===== src/rtl/alu_pkg.sv =====
// Shared encodings for the 16-bit ALU function units and their dispatcher.
package alu_pkg;

    localparam int ALU_W = 16;

    localparam logic [1:0] UNIT_ARITH = 2'b00;
    localparam logic [1:0] UNIT_LOGIC = 2'b01;
    localparam logic [1:0] UNIT_CMP   = 2'b10;
    localparam logic [1:0] UNIT_SHIFT = 2'b11;

    typedef enum logic [1:0] {
        ST_IDLE = 2'b00,
        ST_WAIT = 2'b01,
        ST_HOLD = 2'b10
    } state_e;

    function automatic logic [3:0] unit_onehot(input logic [1:0] sel);
        return 4'b0001 << sel;
    endfunction

endpackage


===== src/rtl/alu_result_mux.sv =====
// Combinational 4:1 select of unit result and result-valid flag.
module alu_result_mux
    import alu_pkg::*;
#(
    parameter int W = ALU_W
) (
    input  logic [1:0]   sel,
    input  logic [W-1:0] arith_out,
    input  logic [W-1:0] logic_out,
    input  logic [W-1:0] cmp_out,
    input  logic [W-1:0] shift_out,
    input  logic         arith_flag,
    input  logic         logic_flag,
    input  logic         cmp_flag,
    input  logic         shift_flag,
    output logic [W-1:0] out,
    output logic         flag
);

    always_comb begin
        out  = arith_out;
        flag = arith_flag;
        unique case (sel)
            UNIT_ARITH: begin out = arith_out; flag = arith_flag; end
            UNIT_LOGIC: begin out = logic_out; flag = logic_flag; end
            UNIT_CMP:   begin out = cmp_out;   flag = cmp_flag;   end
            UNIT_SHIFT: begin out = shift_out; flag = shift_flag; end
            default:    begin out = arith_out; flag = arith_flag; end
        endcase
    end

endmodule


===== src/rtl/alu_op_dispatcher.sv =====
// Issues one command to an ALU unit, waits its latency, returns the result.
// Define ALU_CMD_SKID_EN for a one-entry command holding register.
module alu_op_dispatcher
    import alu_pkg::*;
#(
    parameter int Data_In_Width = ALU_W,
    parameter int Unit_Latency  = 1
) (
    input  logic                     CLK_in,
    input  logic                     RST_in,
    input  logic                     cmd_valid,
    output logic                     cmd_ready,
    input  logic [Data_In_Width-1:0] cmd_A,
    input  logic [Data_In_Width-1:0] cmd_B,
    input  logic [3:0]               cmd_fun,
    output logic [Data_In_Width-1:0] A_out,
    output logic [Data_In_Width-1:0] B_out,
    output logic [3:0]               alu_fun_out,
    output logic                     arith_En,
    output logic                     logic_En,
    output logic                     cmp_En,
    output logic                     shift_En,
    input  logic [Data_In_Width-1:0] arith_out,
    input  logic [Data_In_Width-1:0] logic_out,
    input  logic [Data_In_Width-1:0] cmp_out,
    input  logic [Data_In_Width-1:0] shift_out,
    input  logic                     arith_flag,
    input  logic                     logic_flag,
    input  logic                     cmp_flag,
    input  logic                     shift_flag,
    output logic                     res_valid,
    input  logic                     res_ready,
    output logic [Data_In_Width-1:0] res_data,
    output logic [1:0]               res_unit,
    output logic                     res_err
);

    localparam int W  = Data_In_Width;
    localparam int CW = (Unit_Latency < 2) ? 1 : $clog2(Unit_Latency + 1);
    localparam logic [CW-1:0] CNT_LOAD = CW'(Unit_Latency);

    state_e         state_q, state_d;
    logic [W-1:0]   a_q, a_d, b_q, b_d;
    logic [3:0]     fun_q, fun_d;
    logic [3:0]     en_q, en_d;
    logic [CW-1:0]  cnt_q, cnt_d;
    logic           res_valid_q, res_valid_d;
    logic [W-1:0]   res_data_q, res_data_d;
    logic [1:0]     res_unit_q, res_unit_d;
    logic           res_err_q, res_err_d;

    logic [W-1:0]   mux_out;
    logic           mux_flag;
    logic           accept, res_hs, issue;
    logic [W-1:0]   iss_a, iss_b;
    logic [3:0]     iss_fun;

`ifdef ALU_CMD_SKID_EN
    logic           skid_full_q, skid_full_d;
    logic [W-1:0]   skid_a_q, skid_a_d, skid_b_q, skid_b_d;
    logic [3:0]     skid_fun_q, skid_fun_d;

    assign cmd_ready = !skid_full_q;
`else
    assign cmd_ready = (state_q == ST_IDLE);
`endif

    assign accept = cmd_valid && cmd_ready;
    assign res_hs = res_valid_q && res_ready;

    alu_result_mux #(.W(W)) u_mux (
        .sel        (fun_q[3:2]),
        .arith_out  (arith_out),
        .logic_out  (logic_out),
        .cmp_out    (cmp_out),
        .shift_out  (shift_out),
        .arith_flag (arith_flag),
        .logic_flag (logic_flag),
        .cmp_flag   (cmp_flag),
        .shift_flag (shift_flag),
        .out        (mux_out),
        .flag       (mux_flag)
    );

    always_comb begin
        state_d     = state_q;
        a_d         = a_q;
        b_d         = b_q;
        fun_d       = fun_q;
        en_d        = en_q;
        cnt_d       = cnt_q;
        res_valid_d = res_valid_q;
        res_data_d  = res_data_q;
        res_unit_d  = res_unit_q;
        res_err_d   = res_err_q;
        issue       = 1'b0;
        iss_a       = cmd_A;
        iss_b       = cmd_B;
        iss_fun     = cmd_fun;
`ifdef ALU_CMD_SKID_EN
        skid_full_d = skid_full_q;
        skid_a_d    = skid_a_q;
        skid_b_d    = skid_b_q;
        skid_fun_d  = skid_fun_q;
`endif

        unique case (state_q)
            ST_IDLE: begin
                if (accept) issue = 1'b1;
            end
            ST_WAIT: begin
                if (cnt_q == '0) begin
                    res_valid_d = 1'b1;
                    res_data_d  = mux_flag ? mux_out : '0;
                    res_err_d   = !mux_flag;
                    res_unit_d  = fun_q[3:2];
                    en_d        = '0;
                    state_d     = ST_HOLD;
                end else begin
                    cnt_d = cnt_q - 1'b1;
                end
            end
            ST_HOLD: begin
                if (res_hs) begin
                    res_valid_d = 1'b0;
                    res_err_d   = 1'b0;
                    state_d     = ST_IDLE;
`ifdef ALU_CMD_SKID_EN
                    // A held command takes priority over a new arrival
                    if (skid_full_q) begin
                        issue       = 1'b1;
                        iss_a       = skid_a_q;
                        iss_b       = skid_b_q;
                        iss_fun     = skid_fun_q;
                        skid_full_d = 1'b0;
                    end else if (accept) begin
                        issue = 1'b1;
                    end
`endif
                end
            end
            default: state_d = ST_IDLE;
        endcase

`ifdef ALU_CMD_SKID_EN
        if (accept && !issue && state_q != ST_IDLE) begin
            skid_full_d = 1'b1;
            skid_a_d    = cmd_A;
            skid_b_d    = cmd_B;
            skid_fun_d  = cmd_fun;
        end
`endif

        if (issue) begin
            a_d     = iss_a;
            b_d     = iss_b;
            fun_d   = iss_fun;
            en_d    = unit_onehot(iss_fun[3:2]);
            cnt_d   = CNT_LOAD;
            state_d = ST_WAIT;
        end
    end

    always_ff @(posedge CLK_in or posedge RST_in) begin
        if (RST_in) begin
            state_q     <= ST_IDLE;
            a_q         <= '0;
            b_q         <= '0;
            fun_q       <= '0;
            en_q        <= '0;
            cnt_q       <= '0;
            res_valid_q <= 1'b0;
            res_data_q  <= '0;
            res_unit_q  <= '0;
            res_err_q   <= 1'b0;
        end else begin
            state_q     <= state_d;
            a_q         <= a_d;
            b_q         <= b_d;
            fun_q       <= fun_d;
            en_q        <= en_d;
            cnt_q       <= cnt_d;
            res_valid_q <= res_valid_d;
            res_data_q  <= res_data_d;
            res_unit_q  <= res_unit_d;
            res_err_q   <= res_err_d;
        end
    end

`ifdef ALU_CMD_SKID_EN
    always_ff @(posedge CLK_in or posedge RST_in) begin
        if (RST_in) begin
            skid_full_q <= 1'b0;
            skid_a_q    <= '0;
            skid_b_q    <= '0;
            skid_fun_q  <= '0;
        end else begin
            skid_full_q <= skid_full_d;
            skid_a_q    <= skid_a_d;
            skid_b_q    <= skid_b_d;
            skid_fun_q  <= skid_fun_d;
        end
    end
`endif

    assign A_out       = a_q;
    assign B_out       = b_q;
    assign alu_fun_out = fun_q;
    assign arith_En    = en_q[0];
    assign logic_En    = en_q[1];
    assign cmp_En      = en_q[2];
    assign shift_En    = en_q[3];
    assign res_valid   = res_valid_q;
    assign res_data    = res_data_q;
    assign res_unit    = res_unit_q;
    assign res_err     = res_err_q;

endmodule


===== config.mk =====
export PLATFORM = sky130hd
export DESIGN_NAME = alu_op_dispatcher
export DESIGN_NICKNAME = d
export VERILOG_FILES = /design/src/rtl/alu_pkg.sv /design/src/rtl/alu_result_mux.sv /design/src/rtl/alu_op_dispatcher.sv
export SDC_FILE = /design/constraint.sdc
export NUM_CORES = 1
export LEC_CHECK = 0
export CAP_MARGIN = 10
export CORE_UTILIZATION = 40
export CTS_CLUSTER_DIAMETER = 120
export CTS_CLUSTER_SIZE = 30
export DETAILED_ROUTE_END_ITERATION = 16
export PLACE_DENSITY = 0.83
export SYNTH_ARGS = -nofsm -noshare
export SYNTH_HDL_FRONTEND = slang
export SYNTH_SLANG_ARGS = --single-unit

===== constraint.sdc =====
create_clock -name CLK_in -period 5.1 [get_ports CLK_in]
set_clock_uncertainty 0.2 [all_clocks]
set_input_delay 1.02 -clock CLK_in [delete_from_list [all_inputs] [get_ports CLK_in]]
set_output_delay 1.02 -clock CLK_in [all_outputs]
set_load 0.03 [all_outputs]

======== Yosys cells after proc, flatten, opt, wreduce, memory -nomap -nowiden ========
Cells that the tools add are included.
storage, ports and cells
  output and inout bits ................... 61
  register bits after elaboration ......... 63
  word-level logic and storage cells ...... 55
cells by class
  shift-type cells ........................ 1
  equal/unequal tests ..................... 11
  bitwise gates (word level) .............. 1
  add/subtract/negate cells ............... 1
  reduce and logical (&&, ||, !) cells .... 11
  mux-type cells .......................... 20
operator list
  kind                                                   number
  one-hot mux 16 bit (4 select lines)                    1
  2-to-1 mux 16 bit                                      1
  2-to-1 mux 4 bit                                       3
  2-to-1 mux 1 bit                                       8
  equality test 2 bit, second input constant             3
  2-to-1 mux 2 bit                                       3
  inequality test 3 bit, second input constant           2
  one-hot mux 2 bit (3 select lines)                     1
  AND reduction 3 bit                                    2
  equality test 2 x 1 -> 1 bit, second input constant    2
  logical NOT 2 bit                                      2
  inequality test 2 x 1 -> 1 bit, second input constant  2
  inequality test 2 bit, second input constant           2
  one-hot mux 1 bit (2 select lines)                     2
  one-hot mux 1 bit (4 select lines)                     1
  AND reduction 2 bit                                    2
  nonzero test 2 bit                                     2
  << shifter 1 x 2 -> 4 bit, first input constant        1
  logical AND 1 bit                                      2
  logical NOT 1 bit                                      1
  inverter 1 bit                                         1
  subtractor 1 bit, second input constant                1

======== Longest topological paths before layout ========
  depth after elaboration ................. 6
  depth in mapped cells ................... 5
  depth with buffers taken out ............ 3

======== Cells and area by module ========
From an unflattened synthesis, not the netlist that was laid out.
second synthesis, totals
  cell total of the unflattened synthesis .. 205
  area total of the unflattened synthesis .. 2899.0 sq um
by module, submodules not included
  module             cells an instance  area each (sq um)  sequential area each (sq um)  times used
  alu_op_dispatcher  184                2448.6             1576.5                        1
  alu_result_mux     21                 450.4              0.0                           1

======== Least setup slack after synthesis ========
Ideal clock, no wire load.
  path kind ............................... input to register
  start point ............................. input port cmd_valid
  end point ............................... register b_q[1], in the netlist B_out[1]
  arrival time ............................ 1808 ps
  stages on the path ...................... 3
  slack ................................... 2967 ps
  cells stage by stage .................... nor3b_2 -> buf_4 -> mux2_2
between the ends
  longest elaborated chain between the ends .. 3
ends and longest elaborated chain
  what                  line                      source
  start, declared       alu_op_dispatcher.sv:11   input logic cmd_valid,
  logical AND 1 bit     alu_op_dispatcher.sv:68   assign accept = cmd_valid && cmd_ready;
  2-to-1 mux 1 bit      alu_op_dispatcher.sv:109  if (accept) issue = 1'b1;
  2-to-1 mux 1 bit      alu_op_dispatcher.sv:107  unique case (state_q)
  end signal, assigned  alu_op_dispatcher.sv:168  b_q <= '0;
  end signal, assigned  alu_op_dispatcher.sv:179  b_q <= b_d;
  end, declared         alu_op_dispatcher.sv:43   logic [W-1:0] a_q, a_d, b_q, b_d;
No other way between the ends.
A chain may end at the register's enable or synchronous reset.

======== Worst setup path after layout ========
  start point ............................. register state_q[0]
  end point ............................... output port cmd_ready
between the ends
  longest elaborated chain between the ends .. 1
ends and longest elaborated chain
  what                    line                      source
  start, declared         alu_op_dispatcher.sv:42   state_e state_q, state_d;
  start signal, assigned  alu_op_dispatcher.sv:177  state_q <= state_d;
  logical NOT 2 bit       alu_op_dispatcher.sv:65   assign cmd_ready = (state_q == ST_IDLE);
  end, declared           alu_op_dispatcher.sv:12   output logic cmd_ready,
No other way between the ends.

==> results.toml <==
[timing]
hold-worst-slack_ps = 279
rsz0062_at_grt = "no"
worst-slew-pin-transition_ps = 856
setup_tns_ps = 0
final-max-slew-violation-count = 0
timing.final.crit_share = 0.561
report.final.hold_viol_count = 0
layout_setup_ws_ps = 2240
setup_viol = 0
relSlewSlack = 0.428
min_period_ps = 2860
max_freq_mhz = 349

[min_path]
timing.hold.worst.start = "res_unit[0]"
min_path_type = "reg -> reg"

[worst_setup_path]
critPathMaxFanout = 9
timing.critical_path.to_type = "output port"
slowest_stage = "sky130_fd_sc_hd__clkdlybuf4s50_1"
startpoint = "state_q[0]"
timing.setup.critical_path_class = "reg -> out"
reg2reg_from = "alu_fun_out[2]"
critical_path.cell_chain = "nor2_1, clkdlybuf4s50_1"
timing.critical_path.slowest_cell_delay_ps = 680
critical_path_required_ps = 3880
critPathArrivalTime_ps = 1640
worstSetupStartpointType = "flop"

[synth]
synth-seq-cells = 63
post_synth_instance_area_um2 = 3050
synth.lib_cells_used.distinct = 24
portion_of_the_post_synthesis_area_used_by_sequential_elements = 0.517
synth_cells = 234
mappedNetlistNets = 342
ys.warnings.count = 0
postSynthAreaPerCell_um2 = 13.0

[pwr]
p_comb_frac = 0.561
power.density_cell_area_nw_per_um2 = 613
ir_drop_uv = 406
sequentialPowerShare = 0.282
power.leakage_uw = 0.00203
clock_power_share = 0.156
power_switching_share = 0.410
power.net_switching_uw = 1260
p_int_uw = 1810

[global_routing]
largest_net_degree_at_the_start_of_global_routing = 43
initial_antenna_violation_count = 0
global_route_usage_over_all_layers = 0.204
first_global_vias = 2465
grt_overflow_total = 0
grt_first_pass_wirelength_mm = 12.1

[detailed_routing]
via_per_inst = 5.08
detail_route.wl_per_cell_um = 16.1
drt_drc_violations_left = 0
via_count = 2552
first_iter_violations = 69
routed_wirelength_mm = 8.07
detailedRoute.firstPassIterationCount = 4
route.antenna.remaining_nets = 0

[cts]
cts-buffers-inserted = 9
post_cts_buffers = 0
cts_resized = 0
clock_transition_at_the_register_clock_pins_on_the_worst_setup_and_hold_paths_after_cts_ps = 70
postCtsHoldBufs = 0
clock_tree.root_cell = "sky130_fd_sc_hd__clkbuf_8"
cts_max_level = 3
tritoncts_num_sinks = 63
clk_latency_ps = 330
cts-root-to-sink-buffers = 2
tritoncts = "built"

[placement]
buffer_ports.inserted = 168
worst_slack_at_placement_ps = 2160
globalplace.congestion = 0.745
dp.final_hpwl_mm = 5.83

[die]
coreArea_um2 = 7290
die_area_um2 = 7970
vertical_die_dimension_um = 89.3
die_x_um = 89.3
start_util = 0.418
num_rows = 31
boundaryPins = 169

[finish]
antenna_cells = 0
syn_to_final_growth_pct = 64.2
mostFrequentLayoutCells = "sky130_fd_sc_hd__clkdlybuf4s50_1, sky130_fd_sc_hd__dfrtp_1, sky130_fd_sc_hd__mux2_2"
final_nets = 506
layout-drive-gt1-share = 0.218
final_common_cell = "sky130_fd_sc_hd__clkdlybuf4s50_1"

[flow_run]
cap_violations = 0

[status]
outcome = "finished, final reports clean"
-- registers in the layout (all words and copies together), names as in the netlist --
signal,flops
A_out,16
B_out,16
res_data,16
alu_fun_out,4
en_q,4
res_unit,2
state_q,2
cnt_q,1
res_err,1
res_valid,1
-- worst paths after layout --
path	endpoint	slack (ps)	depth (start not counted)
worst max-delay path	cmd_ready	2240	2
worst min-delay path	res_unit[0]	280	2
worst max register to register	res_data[9]	2950	4
worst min register to register	res_unit[0]	280	2
max in group asynchronous	alu_fun_out[2]	2870	3
min in group asynchronous	A_out[9]	980	2
-- per-layer routing --
| layer | track usage | wire length, µm | vias up |
|---|---|---|---|
| met5 | 0 | 0 | - |
| met4 | 0.0779 | 99 | 0 |
| met3 | 0.0693 | 854 | 9 |
| met2 | 0.336 | 4010 | 109 |
| met1 | 0.247 | 3110 | 1237 |
| li1 | - | - | 1197 |
-- kinds of logic after synthesis --
| family | after synthesis | synth area share |
|---|---|---|
| AOI/OAI and AO/OA | 25 | 0.0945 |
| buffers and inverters | 25 | 0.0448 |
| DFF | 63 | 0.517 |
| muxes | 72 | 0.260 |
| and+or+nand+nor | 49 | 0.0830 |
-- critical path: cells and delay by family (launching register included) --
family	cells	cell delay, ps
buf+inv	1	680
flops	1	480
simple gates	1	140
-- Yosys cell counts (all sizes together) --
library cell / n / area (µm²)
nand4: 16 / 100
o311ai: 17 / 224
buf: 16 / 103
inv: 5 / 18.8
nand3b: 1 / 7.51
a21oi: 2 / 10.0
a32o: 4 / 40.0
nor3b: 2 / 25.0
clkbuf: 4 / 15.0
nand2: 26 / 100
dfrtp: 63 / 1580
nor2: 3 / 11.3
mux2i: 17 / 170
mux2: 55 / 623
or3b: 1 / 8.76
o21ai: 1 / 5.00
a31o: 1 / 8.76
-- stage by stage --
step	power [µW]	instance area, µm²	instances	util
after floorplan	1950	3050	234	-
after global placement	2570	4780	486	0.655
after detailed placement	2610	4780	486	0.655
after CTS	3100	5000	502	0.686
after global routing	3240	5000	502	0.686
final	3070	5000	502	0.686
-- power by group through the flow --
| stage | Combinational, µW | Sequential [µW] | Clock, µW |
|---|---|---|---|
| 3_3_place_gp | 1700 | 867 | 0 |
| 2_1_floorplan | 665 | 1290 | 0 |
| 4_1_cts | 1740 | 869 | 493 |
| 5_1_grt | 1830 | 899 | 516 |
| 3_5_place_dp | 1730 | 875 | 0 |
| 6_report | 1720 | 865 | 480 |
-- final cells by class --
type / instances / area (µm²)
Multi-Input combinational cell: 146 / 1340
Inverter: 5 / 18.8
Timing Repair Buffer: 173 / 1720
Tap cell: 99 / 124
Sequential cell: 63 / 1580
Clock buffer: 11 / 141
Fill cell: 588 / 2290
Clock inverter: 5 / 81.3
(Power assumes the default switching activity.)
